[src/rtl/tail_light_pkg.sv]
// Shared types for the tail-light sequencer: FSM state encoding, lamp vector
// layout (LC LB LA RA RB RC, MSB first) and the per-state lamp patterns.
package tail_light_pkg;

  typedef enum logic [2:0] {
    IDLE = 3'd0,
    L1   = 3'd1,
    L2   = 3'd2,
    L3   = 3'd3,
    R1   = 3'd4,
    R2   = 3'd5,
    R3   = 3'd6,
    LR3  = 3'd7
  } state_t;

  typedef struct packed {
    logic lc;
    logic lb;
    logic la;
    logic ra;
    logic rb;
    logic rc;
  } lamps_t;

  localparam lamps_t LAMPS_OFF   = 6'b000_000;
  localparam lamps_t LAMPS_L1    = 6'b001_000;
  localparam lamps_t LAMPS_L2    = 6'b011_000;
  localparam lamps_t LAMPS_L3    = 6'b111_000;
  localparam lamps_t LAMPS_R1    = 6'b000_100;
  localparam lamps_t LAMPS_R2    = 6'b000_110;
  localparam lamps_t LAMPS_R3    = 6'b000_111;
  localparam lamps_t LAMPS_ALL   = 6'b111_111;

  function automatic lamps_t lamps_of(input state_t s);
    lamps_t l;
    case (s)
      L1:      l = LAMPS_L1;
      L2:      l = LAMPS_L2;
      L3:      l = LAMPS_L3;
      R1:      l = LAMPS_R1;
      R2:      l = LAMPS_R2;
      R3:      l = LAMPS_R3;
      LR3:     l = LAMPS_ALL;
      default: l = LAMPS_OFF;
    endcase
    return l;
  endfunction

endpackage

[src/rtl/tail_light_tick.sv]
// Step-enable generator: one-cycle pulse every TICK_DIV clocks, the first one
// in the TICK_DIV-th cycle after reset releases.
module tail_light_tick #(
  parameter int TICK_DIV = 1
) (
  input  logic clk,
  input  logic reset,
  output logic step
);

  localparam int CW = (TICK_DIV > 1) ? $clog2(TICK_DIV) : 1;
  localparam logic [CW-1:0] LAST = CW'(TICK_DIV - 1);

  logic [CW-1:0] cnt;

  always_ff @(posedge clk or posedge reset) begin
    if (reset)            cnt <= '0;
    else if (cnt == LAST) cnt <= '0;
    else                  cnt <= cnt + 1'b1;
  end

  assign step = (cnt == LAST);

endmodule

[src/rtl/tail_light.sv]
// Thunderbird-style tail-light Moore FSM. Optional macro TAILLIGHT_BRAKE_EN
// adds a BRAKE input that lights every side not running a turn sequence.
module tail_light
  import tail_light_pkg::*;
#(
  parameter int TICK_DIV = 1
) (
  input  logic clk,
  input  logic reset,
  input  logic LEFT,
  input  logic RIGHT,
  input  logic HAZ,
`ifdef TAILLIGHT_BRAKE_EN
  input  logic BRAKE,
`endif
  output logic LC,
  output logic LB,
  output logic LA,
  output logic RA,
  output logic RB,
  output logic RC
);

  state_t state, nxt;
  logic   step;
  lamps_t lamps;

  tail_light_tick #(.TICK_DIV(TICK_DIV)) u_tick (
    .clk   (clk),
    .reset (reset),
    .step  (step)
  );

  // Hazard wins over any in-progress turn until the last lamp is lit.
  always_comb begin
    nxt = IDLE;
    case (state)
      IDLE: begin
        if (HAZ || (LEFT && RIGHT)) nxt = LR3;
        else if (LEFT)              nxt = L1;
        else if (RIGHT)             nxt = R1;
        else                        nxt = IDLE;
      end
      L1:      nxt = HAZ ? LR3 : L2;
      L2:      nxt = HAZ ? LR3 : L3;
      L3:      nxt = IDLE;
      R1:      nxt = HAZ ? LR3 : R2;
      R2:      nxt = HAZ ? LR3 : R3;
      R3:      nxt = IDLE;
      LR3:     nxt = IDLE;
      default: nxt = IDLE;
    endcase
  end

  always_ff @(posedge clk or posedge reset) begin
    if (reset)     state <= IDLE;
    else if (step) state <= nxt;
  end

`ifdef TAILLIGHT_BRAKE_EN
  always_comb begin
    lamps = lamps_of(state);
    if (BRAKE) begin
      case (state)
        L1, L2, L3: lamps = lamps | LAMPS_R3;
        R1, R2, R3: lamps = lamps | LAMPS_L3;
        default:    lamps = LAMPS_ALL;
      endcase
    end
  end
`else
  always_comb begin
    lamps = lamps_of(state);
  end
`endif

  assign LC = lamps.lc;
  assign LB = lamps.lb;
  assign LA = lamps.la;
  assign RA = lamps.ra;
  assign RB = lamps.rb;
  assign RC = lamps.rc;

endmodule

[config.mk]
export PLATFORM = sky130hd
export DESIGN_NAME = tail_light
export DESIGN_NICKNAME = d
export VERILOG_FILES = /design/src/rtl/tail_light_pkg.sv /design/src/rtl/tail_light_tick.sv /design/src/rtl/tail_light.sv
export SDC_FILE = /design/constraint.sdc
export NUM_CORES = 1
export LEC_CHECK = 0
export CELL_PAD_IN_SITES_DETAIL_PLACEMENT = 0
export CELL_PAD_IN_SITES_GLOBAL_PLACEMENT = 1
export CORE_AREA = 2 2 39 41
export CTS_CLUSTER_DIAMETER = 150
export DETAILED_ROUTE_END_ITERATION = 10
export DIE_AREA = 0 0 41 43
export GPL_TIMING_DRIVEN = 0
export HOLD_SLACK_MARGIN = 0.1
export PLACE_DENSITY_LB_ADDON = 0.1
export REMOVE_ABC_BUFFERS = 1
export SYNTH_ARGS = -nofsm -noshare
export SYNTH_HDL_FRONTEND = slang
export SYNTH_SLANG_ARGS = --single-unit
[constraint.sdc]
create_clock -name clk -period 1.1 [get_ports clk]
set_input_delay 0.22 -clock clk [delete_from_list [all_inputs] [get_ports clk]]
set_output_delay 0.22 -clock clk [all_outputs]
set_load 0.05 [all_outputs]
==> impl_metrics.json, run 1 <==
{
  "setup_violations": 5,
  "drv_cap": 0,
  "first_pass_iters": 4,
  "area_delta_synth_final_pct": 109.0,
  "top_regs": "state x3",
  "hold_viol": 0,
  "dp_hpwl_um": 385.2,
  "yosysSeqAreaShare_pct": 41.67,
  "ant_nets": 0,
  "finalNonFillerCells": 57,
  "cts_tree": "yes",
  "cpLargestDelayFamily": "flip-flops",
  "yosys_warnings": 0,
  "yosysMostFrequentCell": "nor2_1",
  "rsz0062_at_grt": "true",
  "synth.top_cell.area_share_pct": 41.67,
  "hold_class": "in2async",
  "dieWidth_um": 41,
  "path_depth": 4,
  "crit_type": "reg2out",
  "synthArstFlopShare_pct": 100.0,
  "synth_largest_area_cell": "dfrtp_1",
  "start_util_pct": 13.02,
  "cpMaxStageDelayCell": "dfrtp_2",
  "run_status": "finished with violations",
  "finClkSkew_ns": 0.004313,
  "synth-edff-count": 0,
  "holdBufCountCts": 0,
  "synthTopCellsByCount": "nor2_1, a21oi_1, dfrtp_1, inv_1, inv_2",
  "overflow": 0,
  "critical_path_required_ns": 0.88,
  "crit_path_end": "LA",
  "reg2reg_setup_slack_ns": 0.02,
  "io_pins": 11,
  "via_count": 225,
  "antennaDiodeCount": 0,
  "path_buf_inv": 2,
  "htreeDepth": 1,
  "cp-start-kind": "flop",
  "grt_antenna_before_repair": 0,
  "min_period_ns": 1.335,
  "netlist_instances": 23,
  "numCtsBuffers": 3,
  "worstSetupStartpoint": "state[1]$_DFF_PP0_",
  "grt_max_degree": 8,
  "reg2reg_from": "state[1]$_DFF_PP0_",
  "synth_area_per_cell_um2": 7.834,
  "wl_um": 602,
  "cts.clk_slew.worst_paths_ns": 0.04,
  "grt_first_pass_wirelength_um": 938,
  "root_buffer": "clkbuf_4",
  "endpoint_kind": "primary output",
  "drive_gt1_share_pct": 58.54,
  "ys_types": 13,
  "nFillCells": 160,
  "max-slew-margin-rel_pct": 83.69,
  "arrival_ns": 1.11,
  "fin_crit_sh_pct": 121.4,
  "cp_slowest_stage_delay_ns": 0.43,
  "ff2ff_path_depth": 3,
  "via_per_inst": 3.947,
  "cp_cell_sequence": "inv_4 > nor2_4 > o21bai_1 > buf_4",
  "grt_pass1_vias": 233,
  "portBuffers": 10,
  "fin_ws_ns": -0.2350,
  "drv_slew": 0,
  "worst_pin_slew_ns": 0.2424,
  "synth_flop_cell": "dfrtp_1",
  "timing.fmax_mhz": 749.1,
  "violations": "setup timing",
  "path_max_fanout": 5,
  "drc": 0,
  "ys_ff_latch": 3,
  "dpl.cell_count": 48,
  "nets": 47,
  "routedWlPerCell_um": 10.56,
  "rows": 14,
  "dieArea_mm2": 0.001763,
  "coreArea_mm2": 0.001384,
  "top_register": "state",
  "clkLatencyLatePin_ns": 0.23,
  "pre_cts_ws_ns": -0.6819,
  "drt_iter0_drc": 2,
  "fin_tns_setup_ns": -0.8452,
  "die_h_um": 43,
  "yosys-top-cells-area": "dfrtp_1, nor2_1, a21oi_1, a22oi_2, o32ai_1",
  "gp_congestion": 0.7718,
  "fin_util_pct": 27.22,
  "clock-sinks": 3,
  "rr_endpoint": "state[0]$_DFF_PP0_",
  "grt_util_all_layers_pct": 8.325,
  "clockBufferDepth": 2,
  "largest_reg_flops": 3,
  "syn_area_um2": 180.2
}
routing by layer:
| metal | GRT usage [%] | up-vias | share of wire [%] |
|---|---|---|---|
| met1 | 10.26 | 101 | 44 |
| met5 | 0 | - | 0 |
| li1 | - | 116 | - |
| met4 | 10.00 | 0 | 0 |
| met3 | 1.571 | 0 | 4.7 |
| met2 | 10.31 | 8 | 51 |
layout by cell type (no fill, tap or decap), types with 2 or more instances in the layout:
cell	n
nor2_2	2
inv_2	2
clkdlybuf4s50_1	4
buf_4	7
a21oi_1	3
buf_6	3
dfrtp_2	2
nor2_1	3
clkbuf_4	3
worst min path at each step:
stage               start                  to  slack, ns  depth (start not counted)
floorplan           reset  state[0]$_DFF_PP0_      -0.03                          1
global placement    reset  state[2]$_DFF_PP0_       0.39                          2
detailed placement  reset  state[0]$_DFF_PP0_       0.40                          2
CTS                 reset  state[0]$_DFF_PP0_       0.15                          2
global route        reset  state[0]$_DFF_PP0_       0.17                          2
finish              reset  state[0]$_DFF_PP0_       0.15                          2
cell type report:
type | instances | area (µm²) | area share [%]
sequential | 3 | 77.57 | 20.60
timing repair buffer | 15 | 131.4 | 34.88
multi-input combinational | 15 | 103.9 | 27.57
clock buffer | 4 | 26.28 | 6.977
tap | 16 | 20.02 | 5.316
inverter | 4 | 17.52 | 4.651
kinds of logic after synthesis:
kind of cell / count (synthesis) / share of synthesized area (%)
AND/OR/NAND/NOR: 8 / 20.14
AO/OA/AOI/OAI: 7 / 27.78
buffers and inverters: 5 / 10.42
flip-flops: 3 / 41.67
what timing repair did:
action | CTS | global route
buffers inserted | 4 | 1
pin swaps | 0 | 1
endpoints found under the setup margin | 6 | 8
resized for setup | 41 | 5
stage by stage:
stage	instance area, µm²	hold WS [ns]
floorplan	176.4	-0.02636
global placement	296.5	0.3935
detailed placement	296.5	0.3959
CTS	347.8	0.1522
global route	376.6	0.1711
finish	376.6	0.1535
Power of run 1 is not shown: default switching activity piles up to over one toggle a cycle in this logic, so the estimate is an artifact.
==> inputs of run 2 (changes only) <==
--- a/config.mk
+++ b/config.mk
@@ -13,8 +13,8 @@
 export DIE_AREA = 0 0 41 43
 export GPL_TIMING_DRIVEN = 0
 export HOLD_SLACK_MARGIN = 0.1
+export MAX_ROUTING_LAYER = met4
 export PLACE_DENSITY_LB_ADDON = 0.1
-export REMOVE_ABC_BUFFERS = 1
 export SYNTH_ARGS = -nofsm -noshare
 export SYNTH_HDL_FRONTEND = slang
 export SYNTH_SLANG_ARGS = --single-unit
==> run 2 against run 1 <==
Net effect: the run still ends with setup timing left; final area is 17% higher; wire length is 5.3% higher; utilization is 4.6 points higher; count of clock-buffer cells in the layout stayed put; first-iteration DRC count is 100% higher; flip-flop and latch count stayed put; register-to-register slack worse by 0.14 ns; non-clock buffer count is 3 higher.
==> impl_metrics.json, run 2 (same netlist as run 1, synthesis figures left out) <==
{
  "reg2reg_from": "state[1]$_DFF_PP0_",
  "dieWidth_um": 41,
  "antennaDiodeCount": 0,
  "rr_endpoint": "state[2]$_DFF_PP0_",
  "drt_iter0_drc": 4,
  "clock-sinks": 3,
  "rows": 14,
  "htreeDepth": 1,
  "max-slew-margin-rel_pct": 77.37,
  "io_pins": 11,
  "routedWlPerCell_um": 10.57,
  "finClkSkew_ns": 0.001495,
  "via_count": 247,
  "drc": 0,
  "min_period_ns": 1.330,
  "portBuffers": 10,
  "die_h_um": 43,
  "cp_slowest_stage_delay_ns": 0.44,
  "path_max_fanout": 4,
  "top_regs": "state x3",
  "grt_first_pass_wirelength_um": 1048,
  "ff2ff_path_depth": 6,
  "area_delta_synth_final_pct": 144.4,
  "cp_cell_sequence": "inv_4 > nor2_4 > o21bai_4 > buf_8",
  "largest_reg_flops": 3,
  "mostFrequentLayoutCells": "buf_4, clkdlybuf4s50_1, buf_6",
  "dp_hpwl_um": 424.7,
  "grt_max_degree": 6,
  "arrival_ns": 1.11,
  "cpMaxStageDelayCell": "dfrtp_2",
  "grt_antenna_before_repair": 0,
  "start_util_pct": 13.02,
  "coreArea_mm2": 0.001384,
  "stdcell_area_um2": 440.4,
  "drive_gt1_share_pct": 68.18,
  "hold_class": "in2async",
  "hold_viol": 0,
  "drv_cap": 0,
  "rsz0062_at_grt": "true",
  "syn_nets": 28,
  "grt_util_all_layers_pct": 9.475,
  "cts.clk_slew.worst_paths_ns": 0.04,
  "nets": 50,
  "violations": "setup timing",
  "clkLatencyLatePin_ns": 0.23,
  "gp_congestion": 0.6455,
  "crit_type": "reg2out",
  "reg2reg_setup_slack_ns": -0.12,
  "endpoint_kind": "primary output",
  "via_per_inst": 4.117,
  "numCtsBuffers": 3,
  "ant_nets": 0,
  "fin_crit_sh_pct": 120.9,
  "grt_pass1_vias": 248,
  "dieArea_mm2": 0.001763,
  "cp-start-kind": "flop",
  "place_area_um2": 325.3,
  "root_buffer": "clkbuf_4",
  "clockBufferDepth": 2,
  "fin_ws_ns": -0.2304,
  "nFillCells": 151,
  "timing.fmax_mhz": 751.6,
  "run_status": "finished with violations",
  "drv_slew": 0,
  "cts_tree": "yes",
  "critical_path_required_ns": 0.88,
  "final_common_cell": "buf_4",
  "setup_violations": 8,
  "holdBufCountCts": 0,
  "wl_um": 634,
  "first_pass_iters": 2,
  "overflow": 0,
  "worst_pin_slew_ns": 0.3364,
  "top_register": "state"
}
[run 2: cell types whose count changed in the layout (fill, tap and decap cells not counted), sizes merged]
cell	before	now
buf	11	13
clkbuf	4	5
[run 2: metrics by stage]
| stage | TNS (ns) | setup slack (ns) | hold WS (ns) | util, % | cells |
|---|---|---|---|---|---|
| 6_report | -1.207 | -0.2304 | 0.1466 | 31.83 | 60 |
| 5_1_grt | -1.567 | -0.2680 | 0.1578 | 31.83 | 60 |
| 4_1_cts | -1.071 | -0.2423 | 0.1420 | 29.20 | 58 |
| 3_5_place_dp | -3.978 | -0.6809 | 0.3949 | 23.51 | 49 |
| 3_3_place_gp | -3.953 | -0.6864 | 0.3950 | 23.51 | 49 |
| 2_1_floorplan | -0.7863 | -0.1830 | -0.02636 | - | 23 |
[run 2: routing by layer]
layer  GRT usage, %  vias to the layer above  part of all wire [%]
met5              -                        -                     0
met4          10.00                        0                   2.5
met3          1.571                        2                   3.9
met2          13.13                        7                    52
met1          10.32                      117                    41
li1               -                      121                     -
[run 2: worst max path at each step]
| stage | end | slack, ns | start |
|---|---|---|---|
| floorplan | state[0]$_DFF_PP0_ | -0.18 | state[2]$_DFF_PP0_ |
| global placement | RC | -0.69 | state[2]$_DFF_PP0_ |
| detailed placement | LA | -0.68 | state[0]$_DFF_PP0_ |
| CTS | LA | -0.24 | state[1]$_DFF_PP0_ |
| global route | LA | -0.27 | state[1]$_DFF_PP0_ |
| finish | LA | -0.23 | state[1]$_DFF_PP0_ |
[run 2: cell type report]
cell class / count / area, µm² / area share, %
sequential: 3 / 78.83 / 17.90
inverter: 4 / 20.02 / 4.545
buffer: 1 / 3.754 / 0.8523
timing repair buffer: 17 / 167.7 / 38.07
tap: 16 / 20.02 / 4.545
clock buffer: 4 / 26.28 / 5.966
multi-input combinational: 15 / 123.9 / 28.13
[run 2: repair_timing]
action | 4_1_cts | 5_1_grt
endpoints found under the hold margin | 0 | 0
setup buffers | 5 | 2
pin swaps | 3 | 3
endpoints found under the setup margin | 6 | 8
gates resized for setup | 47 | 7
[run 2: worst max-delay path, delay by kind of cell, from the launching register on]
kind,cells,cell delay (ns)
buf+inv,2,0.24
simple gates,1,0.03
compound gates,1,0.16
flops,1,0.44
Power of run 2 is left out for the same reason.
